<file path="src/rtl/rgb_axis_s2mm_packer.sv">
// Camera pixel stream to AXI4-Stream master for the VDMA s2mm write channel.
// Buffers pixels in a FWFT FIFO with registered outputs, generates tuser/tlast framing, and counts drops.
module rgb_axis_s2mm_packer #(
    parameter int COLOR_W    = 8,
    parameter int DATA_W     = 32,
    parameter int FIFO_DEPTH = 16,
    parameter int IMG_WIDTH  = 1920,
    parameter int IMG_HEIGHT = 1080
) (
    input  logic                          pixclk,
    input  logic                          reset,
    input  logic                          valid,
    input  logic [COLOR_W-1:0]            iRed,
    input  logic [COLOR_W-1:0]            iGreen,
    input  logic [COLOR_W-1:0]            iBlue,
    output logic                          m_axis_s2mm_tvalid,
    input  logic                          m_axis_s2mm_tready,
    output logic [DATA_W-1:0]             m_axis_s2mm_tdata,
    output logic                          m_axis_s2mm_tuser,
    output logic                          m_axis_s2mm_tlast,
    input  logic                          clear_overflow,
    output logic [$clog2(FIFO_DEPTH):0]   fifo_level,
    output logic                          overflow,
    output logic [15:0]                   drop_count
);

    localparam int PTR_W = $clog2(FIFO_DEPTH);
    localparam int LVL_W = PTR_W + 1;
    localparam int PIX_W = 3 * COLOR_W;
    localparam int X_W   = $clog2(IMG_WIDTH > 1 ? IMG_WIDTH : 2);
    localparam int Y_W   = $clog2(IMG_HEIGHT > 1 ? IMG_HEIGHT : 2);

    localparam logic [X_W-1:0]   X_LAST   = X_W'(IMG_WIDTH - 1);
    localparam logic [Y_W-1:0]   Y_LAST   = Y_W'(IMG_HEIGHT - 1);
    localparam logic [LVL_W-1:0] LVL_FULL = LVL_W'(FIFO_DEPTH);

    logic [PIX_W-1:0] mem [FIFO_DEPTH];
    logic [PTR_W-1:0] wr_ptr;
    logic [PTR_W-1:0] rd_ptr;
    logic [PTR_W-1:0] rd_ptr_next;
    logic [LVL_W-1:0] level;
    logic [LVL_W-1:0] level_next;
    logic [X_W-1:0]   x_cnt;
    logic [X_W-1:0]   x_next;
    logic [Y_W-1:0]   y_cnt;
    logic [Y_W-1:0]   y_next;
    logic [PIX_W-1:0] pixel_in;
    logic [PIX_W-1:0] head_next;
    logic             full;
    logic             pop;
    logic             push;
    logic             drop;

    // The output registers are loaded with the head of the FIFO as it will be after this edge,
    // so a pixel written into an empty FIFO must bypass the memory.
    always_comb begin
        pixel_in    = {iRed, iGreen, iBlue};
        full        = (level == LVL_FULL);
        pop         = m_axis_s2mm_tvalid & m_axis_s2mm_tready;
        push        = valid & (~full | pop);
        drop        = valid & full & ~pop;
        rd_ptr_next = pop ? rd_ptr + PTR_W'(1) : rd_ptr;

        level_next = level;
        case ({push, pop})
            2'b10:   level_next = level + LVL_W'(1);
            2'b01:   level_next = level - LVL_W'(1);
            default: level_next = level;
        endcase

        x_next = x_cnt;
        y_next = y_cnt;
        if (pop) begin
            if (x_cnt == X_LAST) begin
                x_next = '0;
                y_next = (y_cnt == Y_LAST) ? '0 : y_cnt + Y_W'(1);
            end else begin
                x_next = x_cnt + X_W'(1);
            end
        end

        head_next = (push && (wr_ptr == rd_ptr_next)) ? pixel_in : mem[rd_ptr_next];
    end

    always_ff @(posedge pixclk) begin
        if (push) begin
            mem[wr_ptr] <= pixel_in;
        end
    end

    always_ff @(posedge pixclk or posedge reset) begin
        if (reset) begin
            wr_ptr             <= '0;
            rd_ptr             <= '0;
            level              <= '0;
            x_cnt              <= '0;
            y_cnt              <= '0;
            m_axis_s2mm_tvalid <= 1'b0;
            m_axis_s2mm_tdata  <= '0;
            m_axis_s2mm_tuser  <= 1'b0;
            m_axis_s2mm_tlast  <= 1'b0;
        end else begin
            if (push) begin
                wr_ptr <= wr_ptr + PTR_W'(1);
            end
            rd_ptr <= rd_ptr_next;
            level  <= level_next;
            x_cnt  <= x_next;
            y_cnt  <= y_next;

            m_axis_s2mm_tvalid <= (level_next != '0);
            if (level_next != '0) begin
                m_axis_s2mm_tdata <= DATA_W'(head_next);
                m_axis_s2mm_tuser <= (x_next == '0) && (y_next == '0);
                m_axis_s2mm_tlast <= (x_next == X_LAST);
            end else begin
                m_axis_s2mm_tdata <= '0;
                m_axis_s2mm_tuser <= 1'b0;
                m_axis_s2mm_tlast <= 1'b0;
            end
        end
    end

    // A drop coinciding with a clear restarts the count at one rather than being lost.
    always_ff @(posedge pixclk or posedge reset) begin
        if (reset) begin
            overflow   <= 1'b0;
            drop_count <= '0;
        end else if (clear_overflow) begin
            overflow   <= drop;
            drop_count <= drop ? 16'd1 : 16'd0;
        end else if (drop) begin
            overflow <= 1'b1;
            if (drop_count != 16'hFFFF) begin
                drop_count <= drop_count + 16'd1;
            end
        end
    end

    assign fifo_level = level;

endmodule

</file>
<file path="config.mk">
export PLATFORM = sky130hd
export DESIGN_NAME = rgb_axis_s2mm_packer
export DESIGN_NICKNAME = d
export VERILOG_FILES = /design/src/rtl/rgb_axis_s2mm_packer.sv
export SDC_FILE = /design/constraint.sdc
export NUM_CORES = 1
export LEC_CHECK = 0
export ABC_AREA = 1
export CAP_MARGIN = 10
export CORE_UTILIZATION = 60
export CTS_CLUSTER_DIAMETER = 150
export DETAILED_ROUTE_END_ITERATION = 8
export HOLD_SLACK_MARGIN = 0.03
export PLACE_DENSITY = 0.79
export SYNTH_ARGS = -nofsm -noshare
export SYNTH_HDL_FRONTEND = slang
export SYNTH_SLANG_ARGS = --single-unit
</file>
<file path="constraint.sdc">
create_clock -name pixclk -period 3.5 [get_ports pixclk]
set_clock_uncertainty 0.05 [all_clocks]
set_input_delay 1.05 -clock pixclk [delete_from_list [all_inputs] [get_ports pixclk]]
set_output_delay 1.05 -clock pixclk [all_outputs]
set_load 0.005 [all_outputs]
</file>
# ---- Word-level counts from Yosys, hierarchy flattened
# Memory sizes are Yosys's and may differ from the RTL's.
# Cells that the tools add are included.
dict set report classes {
  add_sub_neg 7
  eq_ne 8
  muxes 19
  bitwise 7
  reduce_logical 8
}
# op n
set ops {}
lappend ops {{2-to-1 mux 11 bit} 5}
lappend ops {{2-to-1 mux 16 bit} 3}
lappend ops {{2-to-1 mux 24 bit} 2}
lappend ops {{== test 11 bit (second input constant)} 3}
lappend ops {{adder 11 x 1 -> 11 bit (second input constant)} 2}
lappend ops {{zero test 11 bit} 2}
lappend ops {{adder 16 x 1 -> 16 bit (second input constant)} 1}
lappend ops {{inequality test 16 bit (second input constant)} 1}
lappend ops {{case mux 5 bit (2 select lines)} 1}
lappend ops {{adder 4 x 1 -> 4 bit (second input constant)} 2}
lappend ops {{2-to-1 mux 1 bit} 7}
lappend ops {{adder 5 x 1 -> 5 bit (second input constant)} 1}
lappend ops {{== test 5 bit (second input constant)} 1}
lappend ops {{nonzero test 5 bit} 1}
lappend ops {{subtractor 5 x 1 -> 5 bit (second input constant)} 1}
lappend ops {{bitwise AND 1 bit} 4}
lappend ops {{== test 4 bit} 1}
lappend ops {{2-to-1 mux 4 bit} 1}
lappend ops {{nonzero test 2 bit} 2}
lappend ops {{== test 2 x 1 -> 1 bit (second input constant)} 1}
lappend ops {{== test 2 bit (second input constant)} 1}
lappend ops {{logical AND 1 bit} 2}
lappend ops {{inverter 1 bit} 2}
lappend ops {{AND reduction 2 bit} 1}
lappend ops {{bitwise OR 1 bit} 1}
dict set report word_totals {
  reg_bits 87
  ram_bits 384
  in_bits 29
  output_inout_bits 57
  elab_cells 61
  n_memories 1
}
# name words width read_ports rd_clocked_by_memory_dff write_ports line
set mem_list {}
lappend mem_list {mem 16 24 1 0 1 37} ;# logic [PIX_W-1:0] mem [FIFO_DEPTH];

# ---- Longest topological paths before layout
# Gate-level depths: netlist of the first run.
dict set report depth {
  word_depth 8
  mapped_depth 18
  mapped_depth_nobuf 17
}

# ---- Worst setup path after synthesis of the first run
# OpenSTA, ideal clock, no wires.
dict set report synth_path {
  kind {input port to flip-flop}
  start {input port m_axis_s2mm_tready}
  end {memory mem[11][0] in the netlist's numbering, enable pin}
  setup_ns 0.405
  arrival_time_ns 2.664
  t_required_ns 3.045
  slack_ns 0.381
  path_stages 6
  n_path_buf 0
  cell_sequence {nand2_4 -> inv_4 -> nor2_2 -> nor2_4 -> nand2_1 -> nor2_1}
}
dict set report synth_between {
  elab_chain_cells 5
}
# item line
set synth_rtl {}
lappend synth_rtl {{start: declaration} 17} ;# input logic m_axis_s2mm_tready,
lappend synth_rtl {{bitwise AND 1 bit} 59} ;# pop = m_axis_s2mm_tvalid & m_axis_s2mm_tready;
lappend synth_rtl {{bitwise OR 1 bit} 60} ;# push = valid & (~full | pop);
lappend synth_rtl {{bitwise AND 1 bit} 60}
lappend synth_rtl {{2-to-1 mux 1 bit} 86} ;# if (push) begin
lappend synth_rtl {{2-to-1 mux 1 bit (implied by the code)} 87} ;# mem[wr_ptr] <= pixel_in;
lappend synth_rtl {{end: declaration} 37}
# Every way passes these cells.

# ---- Worst setup path in the final report of the first run
dict set report layout_path {
  start {input port m_axis_s2mm_tready}
  end {register m_axis_s2mm_tdata[8]}
}
dict set report layout_between {
  elab_chain_cells 7
  word_cells_on_any_way 13
  cone_classes {eq/ne: 3; mux: 4; bitwise: 3; reduce/logical: 2; memory: 1}
}
# item line
set layout_rtl {}
lappend layout_rtl {{bitwise AND 1 bit *} 59}
lappend layout_rtl {{bitwise OR 1 bit} 60}
lappend layout_rtl {{bitwise AND 1 bit} 60}
lappend layout_rtl {{== test 2 x 1 -> 1 bit or == test 2 bit (tied branches)} 65} ;# case ({push, pop})
lappend layout_rtl {{case mux 5 bit (2 select lines)} 65}
lappend layout_rtl {{nonzero test 5 bit} 112} ;# if (level_next != '0) begin
lappend layout_rtl {{2-to-1 mux 24 bit *} 112}
lappend layout_rtl {{end signal: assignment} 113} ;# m_axis_s2mm_tdata <= DATA_W'(head_next);
lappend layout_rtl {{end: declaration} 18} ;# output logic [DATA_W-1:0] m_axis_s2mm_tdata,
# Every way passes the cells marked *; elsewhere a longest branch is shown, timed or not.
# A chain may end at the register's enable or synchronous reset.

==> reports/metrics.csv, run 1 <==
metric,value,unit
status,"complete, no violations",
rr_startpoint,m_axis_s2mm_tvalid,
cts_tree,built,
synth_common_cells,"nand2_1, nand3_1, edfxtp_1, nor2_1, inv_1",
maxSlewHeadroom,52.7,%
filler_cell_count,2204,
cts.sinks,463,
coreArea,0.0327,mm2
end_kind,flop,
r2r_slack,1040,ps
antenna_found_initial,0,
crit_buf_inv,5,
die_area,0.0341,mm2
setup-tns-final,0,ps
area_growth,16.5,%
hold_class,reg -> reg,
rsz0062_at_grt,false,
p_per_area,793,mW/mm2
synth.yosys.seq_area_share,67.5,%
hold_violations,0,
io_buffers,77,
synth_seq_cells,463,
min_from,overflow,
num_vias,14607,
cts_max_level,2,
final_antenna_net_count,0,
cap_violations,0,
yosys-top-cells-area,"edfxtp_1, nand2_1, nand3_1, dfrtp_1, nor2_1",
r2r-end,m_axis_s2mm_tdata[8],
p_leak,9.12,nW
root_buffer,clkbuf_16,
dominantRegCellSynth,edfxtp_1,
tightestPinTransition,708,ps
layout-drive-gt1-share,8.82,%
diodes,0,
die_x,185,um
synth.most_common_cell,nand2_1,
post_drt_wl_per_cell,20.3,um
syn_area,0.0200,mm2
finalCriticalPeriod,3000,ps
reg2reg_depth,15,
setup_viol,0,
max_freq,0.333,GHz
crit_chain,"clkdlybuf4s50_1, nand2_4, buf_4, inv_4, nand2_4, nand2_8, inv_4, buf_4, nand2_1, nand3_1, nand3_1, nand2_1, nand2_1, nand3_1, nand2_1, nor2_1",
first_pass_iters,6,
async_flop_share,17.1,%
ios,86,
cts_made_buffers,46,
grt_pass1_vias,14075,
synth_warnings,0,
dp_hpwl,28.9,mm
synth.largest_area_cell,edfxtp_1,
rows,66,
grt_pass1_wl,77.9,mm
yosys.area.top_type_share,57.7,%
grt_max_degree,75,
place_area,0.0219,mm2
drv_slew,0,
min_path_cells,2,
initial_core_util,61.2,%
post_cts_buffers,0,
ctsLongestPathBuffers,3,
slowest_delay,470,ps
synth_cell_type_count,36,
netlist_instances,1890,
syn_area_per_cell,10.6,um2
overflow,0,
whs,472,ps
crit_family,buffers and inverters,
clk_latency,550,ps
routed_via_density,5.91,
hold_end,overflow,
critPathKind,in -> reg,
post_cts_resized,0,
cts.clk_slew.worst_paths,60,ps
wl,50.1,mm
cp-start-kind,input port,
timing.critical_path.mode_cell,nand2_1,
synth_edf_count,384,
fin_nets,2029,
cts.hold.buffers_added,0,
critPathArrivalTime,3420,ps
remaining_drc_errors,0,
cp_slowest_cell,clkdlybuf4s50_1,
critPathMaxFanout,39,
die_h,185,um
peakVddDrop,0.643,mV
grt_usage,30.4,%
power.total,18.5,mW
first_iter_violations,1514,
place_congestion,0.913,
critPathRequiredTime,3920,ps
postLayoutCellArea,0.0233,mm2
fin_crit_sh,85.7,%
==> state kept, by name, indices dropped and copies added (netlist names) <==
signal,flops
drop_count,16
m_axis_s2mm_tuser,1
rd_ptr,4
m_axis_s2mm_tlast,1
mem,384
m_axis_s2mm_tvalid,1
m_axis_s2mm_tdata,24
x_cnt,11
y_cnt,11
fifo_level,5
wr_ptr,4
overflow,1
==> worst max-delay path by stage <==
| stage | startpoint | to | slack (ps) | depth (start not counted) |
|---|---|---|---|---|
| CTS | m_axis_s2mm_tready | m_axis_s2mm_tdata[8] | 530 | 16 |
| finish | m_axis_s2mm_tready | m_axis_s2mm_tdata[8] | 500 | 16 |
| floorplan | reset | drop_count[0] | 380 | 1 |
| global route | m_axis_s2mm_tready | m_axis_s2mm_tdata[8] | 340 | 16 |
| detailed placement | m_axis_s2mm_tready | m_axis_s2mm_tdata[8] | 20 | 16 |
| global placement | m_axis_s2mm_tready | m_axis_s2mm_tdata[9] | 120 | 16 |
==> worst min-delay path: stages, from the launching register on <==
cell	delay, ps
dfrtp_1	360
nand2_1	70
o31ai_1	60
==> kinds of logic after synthesis <==
logic type,synth area share [%]
AO/OA/AOI/OAI,0.970
AND/OR/NAND/NOR,26.0
adder cells (fa/ha/maj),0.563
other,0.0188
flip-flops,67.5
XOR/XNOR,0.613
buffers and inverters,4.27
==> routing by layer <==
metal	up-vias	wire length [um]	GRT usage, %
met5	-	33	0
met4	2	1250	10.1
met3	102	5400	6.22
met2	844	23900	48.7
met1	6988	19600	41.6
li1	6671	-	-
==> report_power, final <==
| part | internal, mW | leakage [nW] | switching [mW] |
|---|---|---|---|
| registers | 6.73 | 4.41 | 0.361 |
| logic | 2.33 | 4.02 | 4.46 |
| clock network | 2.60 | 0.687 | 1.99 |
| total | 11.7 | 9.12 | 6.81 |
==> area by class of cell <==
class                   count  area [um2]  share of cell area [%]
clock buffers              67        1270                    5.46
inverters                  89         344                    1.48
well taps                 442         553                    2.37
flip-flops and latches    463       13500                    58.0
clock inverters            19         138                   0.591
repair buffers            146        1740                    7.46
multi-input cells        1245        5750                    24.7
==> layout by cell type (no fill, tap or decap), types with 5 or more instances in the layout <==
cell type and count:
o31ai_1 6, nor3_1 8, a21oi_1 6, edfxtp_1 384, xor2_1 11, conb_1 8
dfrtp_1 79, clkbuf_1 18, nand3_1 406, nand2_2 5, nor2_1 75, clkinv_2 11
buf_4 33, inv_1 80, nor2_4 8, clkinv_1 6, nand3b_1 26, buf_12 36
nor2_2 14, ha_1 9, nand2_1 616, clkdlybuf4s50_1 77, clkbuf_16 47, nand4_1 12
o21ai_0 14
==> per-stage QoR <==
step	std cells	util, %	setup slack (ps)
floorplan	1897	-	377
global placement	2385	66.9	122
detailed placement	2385	66.9	18.0
CTS	2471	71.2	527
global route	2471	71.2	343
finish	2471	71.2	500
Note: power is estimated with default switching activity, not from simulation.
==> inputs of run 2 (changes only) <==
Settings changed: CORE_UTILIZATION 60 to 50, PLACE_DENSITY 0.79 to 0.68.
==> run 2 against run 1 <==
Net effect:
- register-to-register slack better by 140 ps
- critical path type unchanged
- setup slack better by 170 ps
- hold slack worse by 15 ps
- sequential power about the same
- highest routed layer is now met4
- count of clock-buffer cells in the layout up 2
- total power up 2.3%
==> reports/metrics.csv, run 2 (synthesis gave the netlist of run 1 again) <==
metric,value,unit,change
status,"complete, no violations",,unchanged
maxSlewHeadroom,47.6,%,was 52.7%
regMostFlops,mem,,unchanged
postLayoutCellArea,0.0236,mm2,was 0.0233 mm2
wl,51.6,mm,was 50.1 mm
place_area,0.0220,mm2,was 0.0219 mm2
root_buffer,clkbuf_16,,unchanged
overflow,0,,unchanged
critPathMaxFanout,14,,was 39
p_leak,9.21,nW,was 9.12 nW
ios,86,,unchanged
antenna_found_initial,0,,unchanged
cp-start-kind,input port,,unchanged
cts.sinks,463,,unchanged
grt_pass1_wl,81.2,mm,was 77.9 mm
hold_class,reg -> reg,,unchanged
io_buffers,77,,unchanged
grt_pass1_vias,14065,,was 14075
tightestPinTransition,784,ps,was 708 ps
timing.critical_path.mode_cell,nand2_1,,unchanged
hold_violations,0,,unchanged
rsz0062_at_grt,false,,unchanged
cts_max_level,2,,unchanged
coreArea,0.0390,mm2,was 0.0327 mm2
power.total,18.9,mW,was 18.5 mW
drv_slew,0,,unchanged
top_regs,"mem (384), m_axis_s2mm_tdata (24), drop_count (16)",,unchanged
max_freq,0.353,GHz,was 0.333 GHz
cts_tree,built,,unchanged
grt_max_degree,72,,was 75
clk_latency,580,ps,was 550 ps
place_congestion,0.909,,was 0.913
post_cts_buffers,0,,unchanged
die_h,202,um,was 185 um
dp_hpwl,31.1,mm,was 28.9 mm
grt_usage,25.9,%,was 30.4%
critPathKind,in -> reg,,unchanged
cap_violations,0,,unchanged
layout_common_cells,"nand2_1, nand3_1, edfxtp_1",,unchanged
diodes,0,,unchanged
cp_slowest_cell,clkdlybuf4s50_1,,unchanged
layout-drive-gt1-share,9.36,%,was 8.82%
final_common_cell,nand2_1,,unchanged
first_iter_violations,1425,,was 1514
fin_nets,2039,,was 2029
initial_core_util,51.3,%,was 61.2%
post_cts_resized,0,,unchanged
final_antenna_net_count,0,,unchanged
setup-tns-final,0,ps,unchanged
rows,72,,was 66
fin_crit_sh,80.8,%,was 85.7%
remaining_drc_errors,0,,unchanged
cts.hold.buffers_added,0,,unchanged
post_drt_wl_per_cell,20.2,um,was 20.3 um
slowest_delay,520,ps,was 470 ps
die_x,202,um,was 185 um
cts.clk_slew.worst_paths,60,ps,about the same
die_area,0.0408,mm2,was 0.0341 mm2
ctsLongestPathBuffers,3,,unchanged
finalCriticalPeriod,2830,ps,was 3000 ps
routed_via_density,5.66,,was 5.91
end_kind,flop,,unchanged
peakVddDrop,0.574,mV,was 0.643 mV
first_pass_iters,8,,was 6
area_growth,17.8,%,was 16.5%
num_vias,14489,,was 14607
crit_chain,"clkdlybuf4s50_1, nand2_4, buf_4, nand2_2, nand2_8, inv_4, buf_4, nand2_1, nand3_1, nand3_1, nand2_1, nand2_1, nand3_1, nand2_1, nor2_1",,"was clkdlybuf4s50_1, nand2_4, buf_4, inv_4, nand2_4, nand2_8, inv_4, buf_4, nand2_1, nand3_1, nand3_1, nand2_1, nand2_1, nand3_1, nand2_1, nor2_1"
largest_reg_flops,384,,unchanged
p_per_area,802,mW/mm2,was 793 mW/mm2
critPathRequiredTime,3960,ps,was 3920 ps
setup_viol,0,,unchanged
cts_made_buffers,48,,was 46
filler_cell_count,3097,,was 2204
critPathArrivalTime,3280,ps,was 3420 ps
## run 2: cell count changes in the layout (fill, tap and decap cells not counted), moves of 4 or more
cell	change
buf_4	+10
clkinv_2	-5
inv_6	+4
nor2_2	-4
nor2_4	+4
## run 2: critical path: cells and delay by family
| kind | cells | cell delay [ps] |
|---|---|---|
| buffers and inverters | 4 | 1170 |
| and+or+nand+nor | 11 | 1040 |
## run 2: layout make-up
type	instances	area, um2	share of cell area (%)
Clock buffer	69	1340	5.69
Inverter	89	344	1.46
Tap cell	518	648	2.75
Timing Repair Buffer	154	1770	7.53
Clock inverter	20	186	0.791
Sequential cell	463	13500	57.3
Multi-Input combinational cell	1245	5770	24.5
## run 2: routing by layer
metal / GRT usage [%] / up-vias / share of wire, %
met5: 0 / - / 0
met4: 7.31 / 0 / 2.0
met3: 3.56 / 87 / 7.6
met2: 41.3 / 617 / 47
met1: 37.2 / 7103 / 43
li1: - / 6682 / -
## run 2: per-stage QoR
step / util (%) / hold slack (ps) / std cells / setup WS (ps)
floorplan: - / 425 / 1897 / 377
global placement: 56.5 / 432 / 2469 / 119
detailed placement: 56.5 / 443 / 2469 / 101
CTS: 60.4 / 457 / 2558 / 699
global route: 60.4 / 497 / 2558 / 490
finish: 60.4 / 458 / 2558 / 671
## run 2: final timing paths
path / depth (start not counted) / slack (ps) / from / endpoint
min in group asynchronous: 2 / 810 / reset / m_axis_s2mm_tdata[3]
max reg2reg: 11 / 1180 / rd_ptr[0] / m_axis_s2mm_tdata[12]
min reg2reg: 2 / 460 / overflow / overflow
max: 15 / 670 / m_axis_s2mm_tready / m_axis_s2mm_tdata[11]
min: 2 / 460 / overflow / overflow
max in group asynchronous: 4 / 1790 / reset / y_cnt[4]
## run 2: report_power, final
| part | switching, mW | internal [mW] | total, mW |
|---|---|---|---|
| sequential | 0.367 | 6.73 | 7.09 |
| clock | 2.10 | 2.89 | 4.99 |
| combinational | 4.46 | 2.35 | 6.82 |
